===== src/rtl/mdu_seq.sv =====
// mdu_seq: multi-cycle MULT/MULTU/DIV/DIVU sequencer for the HILO path.
// Operands are reduced to magnitudes, a 32-step shift-add or restoring-divide
// loop runs on a shared 2*WIDTH accumulator, and the sign is restored in FIX.
//
// state | meaning
// IDLE  | waiting for start; stalls the pipe in the accepting cycle
// CALC  | one multiply/divide iteration per clock
// FIX   | two's-complement sign correction, loads hilores
// DONE  | hilores valid, one-cycle HILO write strobe
module mdu_seq #(
    parameter int WIDTH = 32
) (
    input  logic                 clk,
    input  logic                 reset,
    input  logic                 start,
    input  logic [1:0]           op,
    input  logic [WIDTH-1:0]     srca,
    input  logic [WIDTH-1:0]     srcb,
    input  logic                 cancel,
    output logic                 stall,
    output logic                 busy,
    output logic                 done,
    output logic                 hilowe,
    output logic [2*WIDTH-1:0]   hilores
);

    localparam int CW = $clog2(WIDTH) + 1;

    typedef enum logic [1:0] {IDLE, CALC, FIX, DONE} state_t;

    state_t               state, state_nxt;
    logic [CW-1:0]        cnt;
    logic [2*WIDTH-1:0]   acc;       // multiply: {hi,lo} product; divide: {rem,quot}
    logic [WIDTH-1:0]     opnd;      // multiplicand or divisor magnitude
    logic                 is_mul;
    logic                 neg_lo;    // negate product (multiply) or quotient (divide)
    logic                 neg_hi;    // negate remainder (divide only)

    logic                 op_div, op_signed, div_zero, accept, last_iter;
    logic [WIDTH-1:0]     a_mag, b_mag;
    logic [WIDTH:0]       mul_sum, div_shift, div_diff;
    logic [2*WIDTH-1:0]   mul_next, div_next, fix_val;
    logic [WIDTH-1:0]     rem_fix, quot_fix;

    assign op_div    = op[1];
    assign op_signed = ~op[0];
    assign a_mag     = (op_signed && srca[WIDTH-1]) ? -srca : srca;
    assign b_mag     = (op_signed && srcb[WIDTH-1]) ? -srcb : srcb;
    assign div_zero  = op_div && (srcb == '0);
    assign accept    = (state == IDLE) && start && !cancel;
    assign last_iter = (cnt == CW'(WIDTH - 1));

    // One iteration of each algorithm, computed from the current accumulator
    always_comb begin
        mul_sum   = {1'b0, acc[2*WIDTH-1:WIDTH]} + {1'b0, opnd};
        mul_next  = acc[0] ? {mul_sum, acc[WIDTH-1:1]} : {1'b0, acc[2*WIDTH-1:1]};
        div_shift = {acc[2*WIDTH-1:WIDTH], acc[WIDTH-1]};
        div_diff  = div_shift - {1'b0, opnd};
        div_next  = div_diff[WIDTH] ? {div_shift[WIDTH-1:0], acc[WIDTH-2:0], 1'b0}
                                    : {div_diff[WIDTH-1:0], acc[WIDTH-2:0], 1'b1};
        rem_fix   = neg_hi ? -acc[2*WIDTH-1:WIDTH] : acc[2*WIDTH-1:WIDTH];
        quot_fix  = neg_lo ? -acc[WIDTH-1:0] : acc[WIDTH-1:0];
        fix_val   = is_mul ? (neg_lo ? -acc : acc) : {rem_fix, quot_fix};
    end

    // State register
    always_ff @(posedge clk or negedge reset) begin
        if (!reset) state <= IDLE;
        else        state <= state_nxt;
    end

    // Next-state and status outputs
    always_comb begin
        state_nxt = state;
        stall     = 1'b0;
        busy      = (state != IDLE);
        done      = 1'b0;
        hilowe    = 1'b0;
        case (state)
            IDLE: begin
                if (accept) begin
                    stall     = 1'b1;
                    state_nxt = div_zero ? FIX : CALC;
                end
            end
            CALC: begin
                stall = 1'b1;
                if (cancel)         state_nxt = IDLE;
                else if (last_iter) state_nxt = FIX;
            end
            FIX: begin
                stall     = 1'b1;
                state_nxt = cancel ? IDLE : DONE;
            end
            DONE: begin
                done      = 1'b1;
                hilowe    = 1'b1;
                state_nxt = IDLE;
            end
            default: state_nxt = IDLE;
        endcase
    end

    // Operand capture, iteration datapath and result register
    always_ff @(posedge clk or negedge reset) begin
        if (!reset) begin
            cnt     <= '0;
            acc     <= '0;
            opnd    <= '0;
            is_mul  <= 1'b0;
            neg_lo  <= 1'b0;
            neg_hi  <= 1'b0;
            hilores <= '0;
        end else begin
            case (state)
                IDLE: begin
                    if (accept) begin
                        cnt    <= '0;
                        is_mul <= ~op_div;
                        if (div_zero) begin
                            // Result preloaded; FIX passes it through uncorrected
                            acc    <= {srca, {WIDTH{1'b1}}};
                            opnd   <= '0;
                            neg_lo <= 1'b0;
                            neg_hi <= 1'b0;
                        end else if (!op_div) begin
                            acc    <= {{WIDTH{1'b0}}, b_mag};
                            opnd   <= a_mag;
                            neg_lo <= op_signed & (srca[WIDTH-1] ^ srcb[WIDTH-1]);
                            neg_hi <= 1'b0;
                        end else begin
                            acc    <= {{WIDTH{1'b0}}, a_mag};
                            opnd   <= b_mag;
                            neg_lo <= op_signed & (srca[WIDTH-1] ^ srcb[WIDTH-1]);
                            neg_hi <= op_signed & srca[WIDTH-1];
                        end
                    end
                end
                CALC: begin
                    if (!cancel) begin
                        acc <= is_mul ? mul_next : div_next;
                        cnt <= cnt + 1'b1;
                    end
                end
                FIX: begin
                    if (!cancel) hilores <= fix_val;
                end
                default: ;
            endcase
        end
    end

endmodule


===== config.mk =====
export PLATFORM = sky130hd
export DESIGN_NAME = mdu_seq
export DESIGN_NICKNAME = d
export VERILOG_FILES = /design/src/rtl/mdu_seq.sv
export SDC_FILE = /design/constraint.sdc
export NUM_CORES = 1
export LEC_CHECK = 0
export CORE_UTILIZATION = 55
export DETAILED_ROUTE_END_ITERATION = 16
export DONT_BUFFER_PORTS = 1
export HOLD_SLACK_MARGIN = 0.06
export PLACE_DENSITY_LB_ADDON = 0.08
export SYNTH_ARGS = -nofsm -noshare
export SYNTH_HDL_FRONTEND = slang
export SYNTH_SLANG_ARGS = --single-unit

===== constraint.sdc =====
create_clock -name clk -period 5.15 [get_ports clk]
set_input_delay 0.7725 -clock clk [delete_from_list [all_inputs] [get_ports clk]]
set_output_delay 0.7725 -clock clk [all_outputs]
set_load 0.02 [all_outputs]

# --- Word level (Yosys, flattened, before mapping) ---
# Cells that the tools add are included.
op_classes:
  add_sub_neg: 8
  n_eq_ne: 7
  n_mux: 31
  bitwise_logic: 6
  n_reduce_logical: 15
op_table:
  columns: ["operator", "count"]
  rows:
  - ["two-way mux 64 bit", 8]
  - ["two-way mux 32 bit", 7]
  - ["negation 32 bit", 4]
  - ["case mux 64 bit (2 select lines)", 1]
  - ["negation 64 bit", 1]
  - ["adder 32 x 32 -> 33 bit", 1]
  - ["subtractor 33 x 32 -> 33 bit", 1]
  - ["logical NOT 32 bit", 1]
  - ["two-way mux 6 bit", 2]
  - ["case mux 6 bit (2 select lines)", 1]
  - ["two-way mux 2 bit", 5]
  - ["case mux 2 bit (4 select lines)", 1]
  - ["adder 6 x 1 -> 6 bit (second input constant)", 1]
  - ["== test 6 x 5 -> 1 bit (second input constant)", 1]
  - ["AND reduction 2 bit", 3]
  - ["logical AND 1 bit", 5]
  - ["two-way mux 1 bit", 5]
  - ["== test 2 bit (second input constant)", 2]
  - ["inequality test 2 bit (second input constant)", 2]
  - ["nonzero test 2 bit", 2]
  - ["inequality test 3 bit (second input constant)", 1]
  - ["NOT 1 bit", 3]
  - ["AND reduction 3 bit", 1]
  - ["bitwise AND 1 bit", 2]
  - ["6 further kinds", 6]
totals:
  ff_bits: 171
  in_bits: 70
  out_inout_bits: 68
  word_cells: 75

# --- Depth between registers and ports, before layout ---
depth:
  depth_word: 7
  depth_mapped: 14
  mapped_depth_nobuf: 12

# --- Worst setup path before layout ---
# No wires, ideal clock.
synth_timing:
  path_type: "reg-to-reg"
  startpoint: "reg acc[32]"
  endpoint: "reg acc[35]"
  setup_time_ns: 0.128
  t_arrival_ns: 3.135
  t_required_ns: 5.022
  path_slack_ns: 1.887
  path_stages_with_launch: 15
  path_buffers: 3
  synth_period_minus_slack_ns: 3.263
  cell_sequence: "dfrtp_1 > clkbuf_1 > inv_1 > fa_1 > nand2b_1 > a21oi_1 > o221ai_1 > a31oi_1 > or4_1 > and2_1 > clkbuf_1 > buf_2 > mux2_2 > o21ai_0 > nand3_1"
synth_via:
  elab_chain_len: 5
  elab_cells_between_ends: 7
  cone_classes: "2 x add/sub; 5 x mux"
synth_rtl:
  columns: ["item", "line_no", "source"]
  rows:
  - ["from (decl)", "33", "logic [2*WIDTH-1:0] acc;"]
  - ["from (signal assigned)", "122", "acc <= {srca, {WIDTH{1'b1}}};"]
  - ["from (signal assigned)", "127", "acc <= {{WIDTH{1'b0}}, b_mag};"]
  - ["from (signal assigned)", "132", "acc <= {{WIDTH{1'b0}}, a_mag};"]
  - ["subtractor 33 x 32 -> 33 bit or adder 32 x 32 -> 33 bit (tied branches)", "58, 55", null]
  - ["two-way mux 64 bit, on equally long branches", "59, 56", null]
  - ["two-way mux 64 bit *", "141", "acc <= is_mul ? mul_next : div_next;"]
  - ["two-way mux 64 bit *", "140", "if (!cancel) begin"]
  - ["case mux 64 bit (2 select lines) *", "115", "case (state)"]
# Every way passes the cells marked *; elsewhere a longest branch is shown, timed or not. The select of a mux whose other input is x is not followed.
# A chain may end at the register's enable or synchronous reset.

# --- Final worst setup path ---
layout_timing:
  startpoint: "reg acc[36]"
  endpoint: "reg acc[61]"
# Same word-level chain as after synthesis.

==> flow_summary.json <==
{
  "synth_seq_cells": 171,
  "cts_buffer_depth": 2,
  "outcome": "finished clean",
  "max_slew_margin": 0.157,
  "power.density_cell_area_mw_per_mm2": 765,
  "power.static_leakage_uw": 0.00686,
  "synth.area.top_cells": "sky130_fd_sc_hd__dfrtp_1 (28%), sky130_fd_sc_hd__o21ai_0 (7.2%), sky130_fd_sc_hd__a21oi_1 (7.0%)",
  "final_cell_mix": "sky130_fd_sc_hd__nand2_1 (251), sky130_fd_sc_hd__o21ai_0 (220), sky130_fd_sc_hd__a21oi_1 (212)",
  "fin_crit_sh": 0.830,
  "achievable-frequency_mhz": 234,
  "synth-edff-count": 0,
  "setup_viol": 0,
  "synth.avg_cell_area_um2": 7.57,
  "wirelength_um": 54000,
  "drt-vias-per-instance": 6.65,
  "synth_cell_type_count": 77,
  "seq_area_frac_synth": 0.279,
  "max_slew.worst_pin.slew_ps": 1260,
  "critPathArrivalTime_ps": 4610,
  "layout_setup_ws_ps": 876,
  "critical_path.startpoint_type": "flop",
  "yosys.area.top_type": "sky130_fd_sc_hd__dfrtp_1",
  "total_die_area_mm2": 0.0285,
  "drv_cap": 0,
  "grt_start_max_net_pins": 172,
  "die_width_um": 169,
  "tritoncts": "yes",
  "totalNegativeSetupSlack_ps": 0,
  "fin_nets": 2082,
  "htree_levels": 4,
  "total_area_of_multi_input_combinational_cells_mm2": 0.0103,
  "mappedNetlistArea_mm2": 0.0153,
  "post_cts_resized": 0,
  "final_antenna_net_count": 0,
  "synth_warnings": 0,
  "preCtsSetupSlack_ps": 921,
  "clk-insertion-delay-late_ps": 450,
  "grt_antenna_before_repair": 0,
  "unrepaired_setup_endpoints_after_global_routing": "false",
  "clk_root_buffer_cell": "sky130_fd_sc_hd__clkbuf_16",
  "areaGrowthSynthToFinish_pct": 5.48,
  "initial_core_util": 0.565,
  "non_filler_instances": 2322,
  "dr_total_vias": 15400,
  "via_count_of_the_first_global_routing_pass": 14200,
  "final-seq-area_mm2": 0.00428,
  "cp-end-kind": "flop",
  "numPortBuffers": 0,
  "final.setup_skew_ps": 24.8,
  "hold_viol_final": 0,
  "tritoncts_buffer_count": 17,
  "layout-drive-gt1-share": 0.0579,
  "synthArstFlopShare": 1.00,
  "cp.required_ps": 5490,
  "cts_sinks": 171,
  "grt_usage": 0.378,
  "core_mm2": 0.0271,
  "dp.cells": 2289,
  "type_of_the_worst_min_delay_path": "input port to asynchronous set/reset pin",
  "postCtsSetupRepairBufs": 0,
  "cells_after_synth": 2024,
  "finalMaxSlewViolations": 0,
  "drt-wirelength-per-cell_um": 23.2,
  "synth.net_count": 2169,
  "worst-setup-path-type": "flop to flop",
  "ios": 138,
  "synth_largest_type_area_fraction": 0.279,
  "synth_flop_cell": "sky130_fd_sc_hd__dfrtp_1",
  "ant_diodes": 0,
  "drt_iter0_drc": 1775,
  "vdd_drop_max_v": 0.000392,
  "crit_fanout": 27,
  "place.detailed.hpwl_um": 40900,
  "layout_commonest_cell": "sky130_fd_sc_hd__nand2_1",
  "ff2ff_path_depth": 10,
  "fillCellCount": 2546,
  "drt_pass1_iterations": 5,
  "floorplan.rows": 60,
  "die-height_um": 169,
  "post_dp_cell_area_mm2": 0.0155,
  "overflow": 0,
  "finalCriticalPeriod_ps": 4270,
  "clk_pin_slew_ps": 80,
  "finish.instance_area_mm2": 0.0162,
  "grt_pass1_wl_um": 82900,
  "drc": 0,
  "postCtsHoldBufs": 1,
  "gp_congestion": 1.00
}
## layer usage
| layer | up-vias | GRT usage | part of all wire |
|---|---|---|---|
| met3 | 144 | 0.0711 | 0.11 |
| met1 | 7283 | 0.532 | 0.42 |
| met4 | 0 | 0.172 | 0.046 |
| met5 | - | 0 | 0 |
| met2 | 899 | 0.560 | 0.42 |
| li1 | 7111 | - | - |
## cell usage after synthesis (13+ instances only)
master,count
sky130_fd_sc_hd__xor2_1,85
sky130_fd_sc_hd__nor2_1,158
sky130_fd_sc_hd__o21ai_0,220
sky130_fd_sc_hd__nor4_1,17
sky130_fd_sc_hd__a21o_1,28
sky130_fd_sc_hd__nor2b_1,13
sky130_fd_sc_hd__a21oi_1,213
sky130_fd_sc_hd__nand2b_1,16
sky130_fd_sc_hd__inv_1,69
sky130_fd_sc_hd__o41ai_1,15
sky130_fd_sc_hd__or4_1,16
sky130_fd_sc_hd__and3_1,21
sky130_fd_sc_hd__mux2_2,25
sky130_fd_sc_hd__a211oi_1,23
sky130_fd_sc_hd__nand3_1,64
sky130_fd_sc_hd__or3_1,17
sky130_fd_sc_hd__dfrtp_1,171
sky130_fd_sc_hd__mux2i_1,44
sky130_fd_sc_hd__o211ai_1,14
sky130_fd_sc_hd__nand2_1,251
sky130_fd_sc_hd__ha_1,73
sky130_fd_sc_hd__o31ai_1,28
sky130_fd_sc_hd__nor3_1,42
sky130_fd_sc_hd__xnor2_1,83
sky130_fd_sc_hd__a31oi_1,25
sky130_fd_sc_hd__clkbuf_1,118
sky130_fd_sc_hd__nand4_1,17
## flip-flops by register name (all words and copies together) (netlist names)
name	cells
hilores	64
cnt	6
acc	64
is_mul	1
neg_lo	1
opnd	32
state	2
neg_hi	1
## power by group
part / switching [µW] / total [µW] / internal, µW
Sequential: 1170 / 3110 / 1950
Clock: 724 / 1400 / 678
Combinational: 4890 / 7850 / 2960
Total: 6780 / 12400 / 5580
## cell type report
class	instances	area share
Timing Repair Buffer	27	0.0138
Multi-Input combinational cell	1650	0.637
Clock inverter	15	0.0129
Clock buffer	17	0.0263
Tap cell	372	0.0288
Inverter	70	0.0163
Sequential cell	171	0.265
## worst max-delay path: stages (launching register included)
cell,delay [ps]
sky130_fd_sc_hd__dfrtp_1,530
sky130_fd_sc_hd__ha_1,430
sky130_fd_sc_hd__a21o_1,210
sky130_fd_sc_hd__or3_1,310
sky130_fd_sc_hd__o221ai_1,300
sky130_fd_sc_hd__a31oi_1,160
sky130_fd_sc_hd__o31ai_1,400
sky130_fd_sc_hd__nand2_1,750
sky130_fd_sc_hd__nor2_1,670
sky130_fd_sc_hd__a31oi_1,150
sky130_fd_sc_hd__a211oi_1,270
## metrics by stage
step	utilization	hold WS, ps	total power (µW)
floorplan	-	465	8590
global route	0.596	391	13200
detailed placement	0.572	481	10700
finish	0.596	253	12400
CTS	0.596	406	12200
global placement	0.572	480	10600
## final timing paths
check	from	to	slack, ps
setup / recovery	acc[36]	acc[61]	880
hold / removal	reset	hilores[58]	250
setup reg to reg	acc[36]	acc[61]	880
hold reg to reg	cnt[1]	cnt[1]	520
max in group asynchronous	reset	is_mul	3970
min in group clk	op[0]	neg_lo	410
## logic make-up (layout without fill, tap and decap cells)
kind of cell,Yosys count,in the layout,share of synthesized area
buf+inv,203,129,0.0508
fa+ha+maj,75,75,0.0622
xor+xnor,168,168,0.0961
compound gates,671,671,0.263
simple gates,667,667,0.202
mux,69,69,0.0471
flops,171,171,0.279
Power figures use the tool's default switching activity.
